$ cat src/rtl/clock_pkg.sv
// Shared clock-path constants and types.
// Used by the timebase and counting stages.
package clock_pkg;

  localparam int CLK_PER_SEC_DEF = 256;
  localparam int SEC_PER_MIN_DEF = 60;

  typedef logic [3:0] bcd_t;

endpackage

$ cat src/rtl/mod_counter.sv
// Modulo-N up-counter with sync clear.
// tc marks the enabled wrap cycle.
module mod_counter #(
  parameter  int MODULUS = 4,
  localparam int W       = $clog2(MODULUS)
) (
  input  logic         clk,
  input  logic         reset_n,
  input  logic         clr,
  input  logic         en,
  output logic [W-1:0] count,
  output logic         tc
);

  localparam logic [W-1:0] LAST = W'(MODULUS - 1);

  // Count up on enable, wrap by compare
  always_ff @(posedge clk or negedge reset_n) begin
    if (!reset_n) begin
      count <= '0;
    end else if (clr) begin
      count <= '0;
    end else if (en) begin
      count <= (count == LAST) ? '0 : count + 1'b1;
    end
  end

  assign tc = en && (count == LAST);

endmodule

$ cat src/rtl/time_gen.sv
// Timebase: second and minute strobes.
// Fast-watch makes every second a minute.
module time_gen
  import clock_pkg::*;
#(
  parameter  int CLK_PER_SEC = CLK_PER_SEC_DEF,
  parameter  int SEC_PER_MIN = SEC_PER_MIN_DEF,
  localparam int PRE_W       = $clog2(CLK_PER_SEC),
  localparam int SEC_W       = $clog2(SEC_PER_MIN)
) (
  input  logic             clk,
  input  logic             reset_n,
  input  logic             reset_count,
  input  logic             fast_watch,
  output logic             one_second,
  output logic             one_minute,
  output logic [SEC_W-1:0] sec_count
);

  logic             sec_tick;
  logic             min_tick;
  logic [PRE_W-1:0] pre_unused;

  mod_counter #(
    .MODULUS (CLK_PER_SEC)
  ) u_pre (
    .clk     (clk),
    .reset_n (reset_n),
    .clr     (reset_count),
    .en      (1'b1),
    .count   (pre_unused),
    .tc      (sec_tick)
  );

  mod_counter #(
    .MODULUS (SEC_PER_MIN)
  ) u_sec (
    .clk     (clk),
    .reset_n (reset_n),
    .clr     (reset_count),
    .en      (sec_tick),
    .count   (sec_count),
    .tc      (min_tick)
  );

  // Register strobes; restart wins over ticks
  always_ff @(posedge clk or negedge reset_n) begin
    if (!reset_n) begin
      one_second <= 1'b0;
      one_minute <= 1'b0;
    end else if (reset_count) begin
      one_second <= 1'b0;
      one_minute <= 1'b0;
    end else begin
      one_second <= sec_tick;
      one_minute <= sec_tick & (fast_watch | min_tick);
    end
  end

endmodule

$ cat config.mk
export PLATFORM = sky130hd
export DESIGN_NAME = time_gen
export DESIGN_NICKNAME = d
export VERILOG_FILES = /design/src/rtl/clock_pkg.sv /design/src/rtl/mod_counter.sv /design/src/rtl/time_gen.sv
export SDC_FILE = /design/constraint.sdc
export NUM_CORES = 1
export LEC_CHECK = 0
export CAP_MARGIN = 20
export CORE_AREA = 2 2 47 49
export CTS_BUF_LIST = sky130_fd_sc_hd__clkbuf_4
export DETAILED_ROUTE_END_ITERATION = 10
export DIE_AREA = 0 0 49 51
export PLACE_DENSITY = 0.66
export SETUP_SLACK_MARGIN = 0.1
export SLEW_MARGIN = 20
export SYNTH_ARGS = -nofsm -noshare
export SYNTH_HDL_FRONTEND = slang
export SYNTH_SLANG_ARGS = --single-unit
$ cat constraint.sdc
create_clock -name clk -period 3.15 [get_ports clk]
set_clock_uncertainty 0.1 [all_clocks]
set_input_delay 0.63 -clock clk [delete_from_list [all_inputs] [get_ports clk]]
set_output_delay 0.63 -clock clk [all_outputs]
set_load 0.01 [all_outputs]
==> metrics <==
fin. max-slew vios=0; Place WS=944 ps; switching share of power=0.256; DRC viols=0; static leakage=0.368 nW; Peak VDD IR=0.000200 V; synthesized flop and latch total=16; final hold violation count=0; initial core utilization=0.419; n_diodes=0; count of cell types in the netlist=34; critical path endpoint=sec_count[3]; final hold slack=436 ps; Clk pwr share=0.299; Reg2Reg Setup Slack=1360 ps; Sw Pwr=0.0000959 W; Placed Instances=126; Critical Path Source Type=flip-flop; pwr dens=368 nW/um^2; Core Rows=17; crit path capture type=output pin; total track usage=0.177; H-tree depth=1; multiplexer share of the synthesized area=0; Die Area=2500 sq um; Mapped Area=865 sq um; crit share post-route=0.673; Syn Inst Count=90; fin worst setup slack=1030 ps; Syn Area/Cell=9.61 sq um; drt total wl=1.85 mm; reg2reg start=u_pre.count[0]; initial antenna violation count=0; CTS Sinks=16; Compound-Gate Fraction of Synth Area=0.185; largest net degree at the start of global routing=17; post-cts repair resize count=0; Worst Setup Path Type=flip-flop to output pin; via-per-instance ratio=5.84; RSZ-0062 raised after global routing=false; worst reg2reg endpoint=u_sec.count[4]; CP max stage delay=590 ps; number of setup violations in the final report=0; CTS tree=built; worst min path class=flip-flop to flip-flop; commonest non-fill, non-tap cell in the layout=dfrtp_1; WL per Instance=14.2 um; R2R cell count=4; Synth Area in Adders=0.0289; postcts setup bufs=0; number of synthesized flops with an enable pin=0; hold buffer count at CTS=0; Congestion Overflow GR=0; GPL Wtd Cong=0.761; asr flop ratio synth=1.00; f_max=472 MHz; nets=109; CP top delay family=buffers and inverters; MaxCap Viol Count=0; top_reg_cell synth=dfrtp_1; total CTS buffers=3; Seq pwr share=0.594; final critical-path required period=2120 ps; YS warnings=0; syn nets=96; combinational share of power=0.107; first-pass GRT wire length=3.24 mm; setup TNS=0 ps; width of the die=49 um; post-synthesis sequential area ratio=0.463; Slowest-stage cell, CP=clkdlybuf4s50_1; PortBufs=11; worst slew pin tran=701 ps; layout cells sized above 1=0.0588; Rel. slew slack=0.531; largest family of logic cells by synthesized area=simple AND/OR/NAND/NOR gates; P&R area growth vs syn=17.9%; Critical Path Start=u_sec.count[3]; simple logic cell fraction of the synthesized area=0.247; Final HPWL DP=1.35 mm; Worst Path Buf+Inv=1; Layout Cells excl Fill=130; routed via count=759; CP Max Fanout=8; Chip Height=51 um; critical path data required time=2420 ps; Root Driver=clkbuf_4; Post-DRT Antenna Nets=0; Core Area=2060 sq um; clk_lat worst skew=290 ps; final total power=0.000375 W; vias in the first global route=721; crit path DAT=1390 ps; outcome=completed; cell chain of the critical path=clkdlybuf4s50_1; xor/xnor share of the synthesized area=0.0304; commonest non-fill, non-tap cells in the layout=dfrtp_1 (16), clkdlybuf4s50_1 (11), o21ai_0 (7), a21oi_1 (7); clock buffer depth=2; internal power=0.000279 W; clock slew at reported path FFs=90 ps; Ports=12; Crit path depth=1; initial DRC count=11; DR pass1 iterations=4
worst min path at each step:
stage	end	cells past startpoint	startpoint	slack, ps
floorplan	one_minute	0	reset_n	230
finish	u_pre.count[0]	1	u_pre.count[0]	440
global placement	u_pre.count[0]	1	u_pre.count[0]	420
detailed placement	u_pre.count[0]	1	u_pre.count[0]	430
CTS	u_pre.count[0]	1	u_pre.count[0]	440
global route	u_pre.count[0]	1	u_pre.count[0]	500
cells by family after synthesis:
group | Yosys count
adder cells (fa/ha/maj) | 2
AO/OA/AOI/OAI | 24
buffers and inverters | 8
AND/OR/NAND/NOR | 37
flip-flops | 16
XOR/XNOR | 3
sequential cells by signal, indices dropped and copies added, names as in the netlist:
register	count
u_pre.count	8
u_sec.count	6
one_minute	1
one_second	1
cells in the mapped netlist, types with 2 or more instances:
master	number	share of area
ha_1	2	0.029
nand2_1	6	0.026
nor2_1	4	0.017
a21oi_1	7	0.041
nand4_1	3	0.022
nand3_1	6	0.035
o31ai_1	2	0.017
or3_1	2	0.014
xor2_1	2	0.020
nor2b_1	3	0.022
dfrtp_1	16	0.46
o21ai_0	7	0.041
clkbuf_1	2	0.0087
or4_1	2	0.017
inv_1	4	0.017
nor3_1	4	0.023
routing by layer:
layer  part of all wire  global-route usage  wire length, um  vias to the layer above
li1                   -                   -                -                      363
met1               0.43               0.192              790                      367
met2               0.50               0.301              933                       24
met3              0.045              0.0409               83                        5
met4              0.024               0.133               44                        0
met5                  0                   0                0                        -
power groups by stage:
stage	combinational [W]	clock, W	sequential (W)
after detailed placement	0.0000405	0	0.000227
after global placement	0.0000397	0	0.000226
after floorplan	0.0000188	0	0.000227
final	0.0000401	0.000112	0.000223
after global routing	0.0000449	0.000128	0.000224
after CTS	0.0000407	0.000115	0.000223
cell type report:
cell class / count / area [sq um]
Clock inverter: 1 / 3.75
Timing Repair Buffer: 12 / 118
Fill cell: 213 / 1040
Inverter: 4 / 15.0
Tap cell: 28 / 35.0
Multi-Input combinational cell: 66 / 425
Sequential cell: 16 / 400
Clock buffer: 3 / 22.5
through the flow:
stage	util	instance area (sq um)
after global routing	0.494	1020
final	0.494	1020
after detailed placement	0.482	993
after CTS	0.494	1020
after floorplan	-	865
after global placement	0.482	993
(Power assumes the default switching activity.)
